<file path="src/rtl/word_packer_pkg.sv">
// Bit layout of the packed 32-bit word, shared with the field splitter so the two cannot diverge.
package word_packer_pkg;

    localparam int F16_LSB = 0;
    localparam int F16_W   = 16;
    localparam int F8_LSB  = 16;
    localparam int F8_W    = 8;
    localparam int F1_BIT  = 24;
    localparam int PAD_LSB = 25;
    localparam int WORD_W  = 32;
    localparam int PAD_W   = WORD_W - PAD_LSB;
    localparam int OVF_W   = 8;

    function automatic logic [WORD_W-1:0] pack_word(
        input logic [PAD_W-1:0] pad,
        input logic             f1,
        input logic [F8_W-1:0]  f8,
        input logic [F16_W-1:0] f16
    );
        logic [WORD_W-1:0] w;
        w = '0;
        w[F16_LSB +: F16_W] = f16;
        w[F8_LSB +: F8_W]   = f8;
        w[F1_BIT]           = f1;
        w[PAD_LSB +: PAD_W] = pad;
        return w;
    endfunction

endpackage

</file>
<file path="src/rtl/word_fifo.sv">
// Small synchronous FIFO with registered count; head entry is read combinationally from storage.
module word_fifo #(
    parameter int WIDTH = 32,
    parameter int DEPTH = 2
) (
    input  logic             clk,
    input  logic             rst,
    input  logic             push_i,
    input  logic             pop_i,
    input  logic [WIDTH-1:0] wdata_i,
    output logic [WIDTH-1:0] rdata_o,
    output logic             full_o,
    output logic             empty_o
);

    localparam int PTR_W = (DEPTH > 1) ? $clog2(DEPTH) : 1;
    localparam int CNT_W = $clog2(DEPTH + 1);

    logic [WIDTH-1:0] mem_q [DEPTH];
    logic [PTR_W-1:0] wr_ptr_q, wr_ptr_d;
    logic [PTR_W-1:0] rd_ptr_q, rd_ptr_d;
    logic [CNT_W-1:0] count_q, count_d;
    logic             do_push;
    logic             do_pop;

    assign full_o  = (count_q == CNT_W'(DEPTH));
    assign empty_o = (count_q == '0);
    assign rdata_o = mem_q[rd_ptr_q];

    // A push into a full FIFO is refused even if a pop happens the same cycle.
    assign do_push = push_i & ~full_o;
    assign do_pop  = pop_i & ~empty_o;

    always_comb begin
        wr_ptr_d = wr_ptr_q;
        rd_ptr_d = rd_ptr_q;
        count_d  = count_q;
        if (do_push) begin
            wr_ptr_d = (wr_ptr_q == PTR_W'(DEPTH - 1)) ? '0 : wr_ptr_q + 1'b1;
        end
        if (do_pop) begin
            rd_ptr_d = (rd_ptr_q == PTR_W'(DEPTH - 1)) ? '0 : rd_ptr_q + 1'b1;
        end
        if (do_push && !do_pop) begin
            count_d = count_q + 1'b1;
        end else if (do_pop && !do_push) begin
            count_d = count_q - 1'b1;
        end
    end

    always_ff @(posedge clk or posedge rst) begin
        if (rst) begin
            wr_ptr_q <= '0;
            rd_ptr_q <= '0;
            count_q  <= '0;
            for (int i = 0; i < DEPTH; i++) begin
                mem_q[i] <= '0;
            end
        end else begin
            wr_ptr_q <= wr_ptr_d;
            rd_ptr_q <= rd_ptr_d;
            count_q  <= count_d;
            if (do_push) begin
                mem_q[wr_ptr_q] <= wdata_i;
            end
        end
    end

endmodule

</file>
<file path="src/rtl/word_packer.sv">
// Collects a 16-bit field, an 8-bit field and a flag under independent handshakes and
// packs them into one 32-bit word drained through a small output FIFO.
module word_packer
    import word_packer_pkg::*;
#(
    parameter int               DEPTH = 2,
    parameter logic [PAD_W-1:0] PAD   = 7'b0000000
) (
    input  logic              clk,
    input  logic              rst,
    input  logic [F16_W-1:0]  in_16,
    input  logic              in_16_valid,
    output logic              in_16_ready,
    input  logic [F8_W-1:0]   in_8,
    input  logic              in_8_valid,
    output logic              in_8_ready,
    input  logic              in_1,
    input  logic              in_1_valid,
    output logic              in_1_ready,
    output logic [WORD_W-1:0] out_word,
    output logic              out_valid,
    input  logic              out_ready,
    output logic [OVF_W-1:0]  overflow_cnt
);

    function automatic logic [OVF_W-1:0] sat_inc(input logic [OVF_W-1:0] v);
        return (v == {OVF_W{1'b1}}) ? v : v + 1'b1;
    endfunction

    logic [F16_W-1:0] r16_q, r16_d;
    logic [F8_W-1:0]  r8_q, r8_d;
    logic             r1_q, r1_d;
    logic             p16_q, p16_d;
    logic             p8_q, p8_d;
    logic             p1_q, p1_d;
    logic [OVF_W-1:0] ovf_q, ovf_d;

    logic             complete;
    logic             push;
    logic             pop;
    logic             acc16, acc8, acc1;
    logic             fifo_full;
    logic             fifo_empty;
    logic [WORD_W-1:0] push_word;

    // fifo_full is a decode of registered count, so readies never see out_ready.
    assign complete    = p16_q & p8_q & p1_q;
    assign push        = complete & ~fifo_full;
    assign in_16_ready = ~p16_q | push;
    assign in_8_ready  = ~p8_q | push;
    assign in_1_ready  = ~p1_q | push;

    assign acc16 = in_16_valid & in_16_ready;
    assign acc8  = in_8_valid & in_8_ready;
    assign acc1  = in_1_valid & in_1_ready;

    assign out_valid    = ~fifo_empty;
    assign pop          = out_valid & out_ready;
    assign push_word    = pack_word(PAD, r1_q, r8_q, r16_q);
    assign overflow_cnt = ovf_q;

    always_comb begin
        r16_d = acc16 ? in_16 : r16_q;
        r8_d  = acc8 ? in_8 : r8_q;
        r1_d  = acc1 ? in_1 : r1_q;
        // On a push each flag reflects only what arrived this cycle, enabling back-to-back words.
        if (push) begin
            p16_d = acc16;
            p8_d  = acc8;
            p1_d  = acc1;
        end else begin
            p16_d = p16_q | acc16;
            p8_d  = p8_q | acc8;
            p1_d  = p1_q | acc1;
        end
        ovf_d = (complete & fifo_full) ? sat_inc(ovf_q) : ovf_q;
    end

    always_ff @(posedge clk or posedge rst) begin
        if (rst) begin
            r16_q <= '0;
            r8_q  <= '0;
            r1_q  <= 1'b0;
            p16_q <= 1'b0;
            p8_q  <= 1'b0;
            p1_q  <= 1'b0;
            ovf_q <= '0;
        end else begin
            r16_q <= r16_d;
            r8_q  <= r8_d;
            r1_q  <= r1_d;
            p16_q <= p16_d;
            p8_q  <= p8_d;
            p1_q  <= p1_d;
            ovf_q <= ovf_d;
        end
    end

    word_fifo #(
        .WIDTH (WORD_W),
        .DEPTH (DEPTH)
    ) u_fifo (
        .clk     (clk),
        .rst     (rst),
        .push_i  (push),
        .pop_i   (pop),
        .wdata_i (push_word),
        .rdata_o (out_word),
        .full_o  (fifo_full),
        .empty_o (fifo_empty)
    );

endmodule

</file>
<file path="config.mk">
export PLATFORM = sky130hd
export DESIGN_NAME = word_packer
export DESIGN_NICKNAME = d
export VERILOG_FILES = /design/src/rtl/word_packer_pkg.sv /design/src/rtl/word_fifo.sv /design/src/rtl/word_packer.sv
export SDC_FILE = /design/constraint.sdc
export NUM_CORES = 1
export LEC_CHECK = 0
export ABC_AREA = 1
export CAP_MARGIN = 30
export CORE_ASPECT_RATIO = 0.75
export CORE_MARGIN = 3
export CORE_UTILIZATION = 53
export CTS_CLUSTER_DIAMETER = 60
export DETAILED_ROUTE_END_ITERATION = 8
export GPL_ROUTABILITY_DRIVEN = 0
export GPL_TIMING_DRIVEN = 1
export PLACE_DENSITY = 0.84
export SYNTH_ARGS = -nofsm -noshare
export SYNTH_HDL_FRONTEND = slang
export SYNTH_SLANG_ARGS = --single-unit
</file>
<file path="constraint.sdc">
create_clock -name clk -period 5.4 [get_ports clk]
set_clock_uncertainty 0.1 [all_clocks]
set_input_delay 0.54 -clock clk [delete_from_list [all_inputs] [get_ports clk]]
set_output_delay 0.54 -clock clk [all_outputs]
set_load 0.005 [all_outputs]
</file>
==> flow_summary_export.csv <==
group,metric,value,unit
worst_setup_path,endpoint_kind,"primary output",
synthesis,synthTopCellsByArea,"dfrtp_1, nand2_1, nand3_1",
timing,relSlewSlack,0.310,
synthesis,synth_most_common_cell,"nand2_1",
synthesis,synth_top_area_frac,0.541,
worst_setup_path,crit_start,"u_fifo.rd_ptr_q",
timing,min_period_over_period,0.679,
layout,regArea,2250,um2
floorplanning,core,7500,um2
floorplanning,io-pin-count,75,
cts,clk_latency,360,ps
worst_setup_path,crit_type,"register to primary output",
timing,max_freq,273,MHz
timing,rsz0062_at_grt,"false",
detailed_routing,vias,3535,
placement,post-place-ws,2150,ps
global_routing,grt_pass1_wl,15200,um
worst_setup_path,rr_startpoint,"u_fifo.wr_ptr_q",
placement,dp.cells,661,
synthesis,synthCells,518,
worst_hold_path,min_path_type,"input port to async pin",
worst_setup_path,worst-r2r-setup-slack,2320,ps
cts,cts_setup_buffers,0,
floorplanning,die_w,108,um
detailed_routing,ant_nets,0,
floorplanning,start_util,0.555,
floorplanning,num_rows,27,
detailed_routing,dr.pass1.iters,5,
timing,timing_hold_violations_final,0,
cts,cts_resized,0,
cts,cts_root_buffer,"clkbuf_8",
layout,syn_to_final_growth,21.2,%
timing,min_period,3670,ps
synthesis,synth_edf_count,0,
placement,placed_area,4780,um2
worst_setup_path,cp_slowest_cell,"clkinv_1",
synthesis,synth_area,4160,um2
worst_setup_path,cp_common_cell,"nand2_1",
cts,cts_tree,"done",
worst_setup_path,crit_chain,"clkinv_1 -> nand2_1 -> nand2_1 -> clkdlybuf4s50_1",
cts,numCtsBuffers,9,
outcome,outcome,"finished clean",
synthesis,ys_ff_latch,90,
layout,postLayoutCoreUtil,0.673,
cts,cts_sinks,90,
synthesis,yosysTopAreaCell,"dfrtp_1",
power,leakage,2.64,nW
synthesis,synth_common_cells,"nand2_1, dfrtp_1, nand3_1, buf_4, clkbuf_1",
global_routing,grt_overflow,0,
cts,cts_max_level,3,
synthesis,synth_cell_types,24,
synthesis,async_flop_share,1.00,
cts,max-clock-path-buffers,2,
global_routing,track_usage,0.222,
timing,worst_slack,1730,ps
worst_setup_path,cp.arrival,3030,ps
power,vdd_drop_max,0.353,mV
worst_setup_path,required,4760,ps
timing,fin_setup_tns,0,ps
detailed_routing,routed_wl,9600,um
floorplanning,dieArea,8970,um2
worst_setup_path,r2r-end,"u_fifo.mem_q[34]",
power,power,3.02,mW
placement,place_hpwl,6150,um
synthesis,synth_flop_cell,"dfrtp_1",
cts,clk_pin_slew,90,ps
layout,fin_cells,679,
synthesis,seq_area_frac_synth,0.541,
timing,timing.hold.ws,286,ps
timing,tightest_slew,1030,ps
worst_setup_path,max_stage_delay,930,ps
timing,final-setup-viol-count,0,
layout,multi_input_area,1680,um2
detailed_routing,wl_per_cell,14.1,um
timing,slew_violations,0,
layout,fin_nets,606,
placement,portBuffers,67,
layout,fill_cells,641,
power,powerDensity,598,nW/um2
worst_setup_path,start_kind,"register",
detailed_routing,via_per_inst,5.21,
flow_run,maxCapViolCount,0,
layout,design_area,5050,um2
worst_setup_path,critPathCapture,"out_word[11]",
worst_setup_path,critPathMaxFanout,26,
global_routing,grt_pass1_vias,3142,
worst_setup_path,ff2ff_path_depth,4,
global_routing,grt_start_max_net_pins,83,
floorplanning,die_h,82.8,um
detailed_routing,drc,0,
synthesis,synth_warnings,0,
cts,hold_buffers,0,
global_routing,antenna_found_initial,0,
layout,n_antenna_cell,0,
detailed_routing,first_iter_violations,298,
synthesis,synth_area_per_cell,8.04,um2
layout,layout-drive-gt1-share,0.0519,
[power by group]
group          internal, mW  total (mW)  switching, mW
Combinational         0.541        1.26          0.715
Sequential            0.960        1.24          0.280
Clock                 0.277       0.519          0.242
Total                  1.78        3.02           1.24
[sequential cells by signal, indices dropped and copies added, names as in the netlist]
| name | cells |
|---|---|
| u_fifo.mem_q | 50 |
| r16_q | 16 |
| overflow_cnt | 8 |
| r8_q | 8 |
| u_fifo.count_q | 2 |
| p16_q | 1 |
| p1_q | 1 |
| p8_q | 1 |
| r1_q | 1 |
| u_fifo.rd_ptr_q | 1 |
| u_fifo.wr_ptr_q | 1 |
[area by class of cell]
| class | instances | area share |
|---|---|---|
| sequential | 90 | 0.446 |
| multi-input combinational | 389 | 0.333 |
| timing repair buffer | 70 | 0.141 |
| clock buffer | 11 | 0.0280 |
| tap | 101 | 0.0250 |
| clock inverter | 5 | 0.0169 |
| inverter | 13 | 0.00992 |
[cells in the final DEF, fill, tap and decap left out, drive strengths merged]
master,netlist,final
nor3,1,1
conb,1,7
inv,11,12
dfrtp,90,90
bufinv,0,2
clkdlybuf4s50,0,67
nor2,10,10
o21ai,6,6
nand3,79,79
xor2,3,3
clkinvlp,0,1
clkinv,2,3
xnor2,3,3
buf,22,2
ha,2,2
clkbuf,10,12
nand2,278,278
[worst min path at each step]
| stage | startpoint | to | slack, ps | cells past startpoint |
|---|---|---|---|---|
| floorplan | u_fifo.mem_q[14] | u_fifo.mem_q[14] | 340 | 2 |
| global placement | u_fifo.mem_q[49] | u_fifo.mem_q[49] | 350 | 2 |
| detailed placement | u_fifo.mem_q[18] | u_fifo.mem_q[18] | 360 | 2 |
| CTS | rst | overflow_cnt[7] | 290 | 2 |
| global route | rst | overflow_cnt[5] | 290 | 2 |
| finish | rst | overflow_cnt[3] | 290 | 2 |
[layer usage]
layer / global-route usage / routed length, um / vias to the layer above
li1: - / - / 1720
met2: 0.336 / 4400 / 121
met5: 0 / 0 / -
met3: 0.0497 / 638 / 9
met1: 0.324 / 4460 / 1685
met4: 0.0605 / 104 / 0
[critical path, delay by kind of cell (launching register included)]
family	cells	cell delay (ps)
simple gates	2	370
buf+inv	2	1390
flops	1	900
[kinds of logic after synthesis]
family,synth area share
DFF,0.541
buffers and inverters,0.0616
other,0.000901
xor gates and xnor gates,0.0126
AOI/OAI and AO/OA,0.00992
adders and majority gates,0.00601
and+or+nand+nor,0.368
No activity file was read; power rests on OpenSTA's default activity.
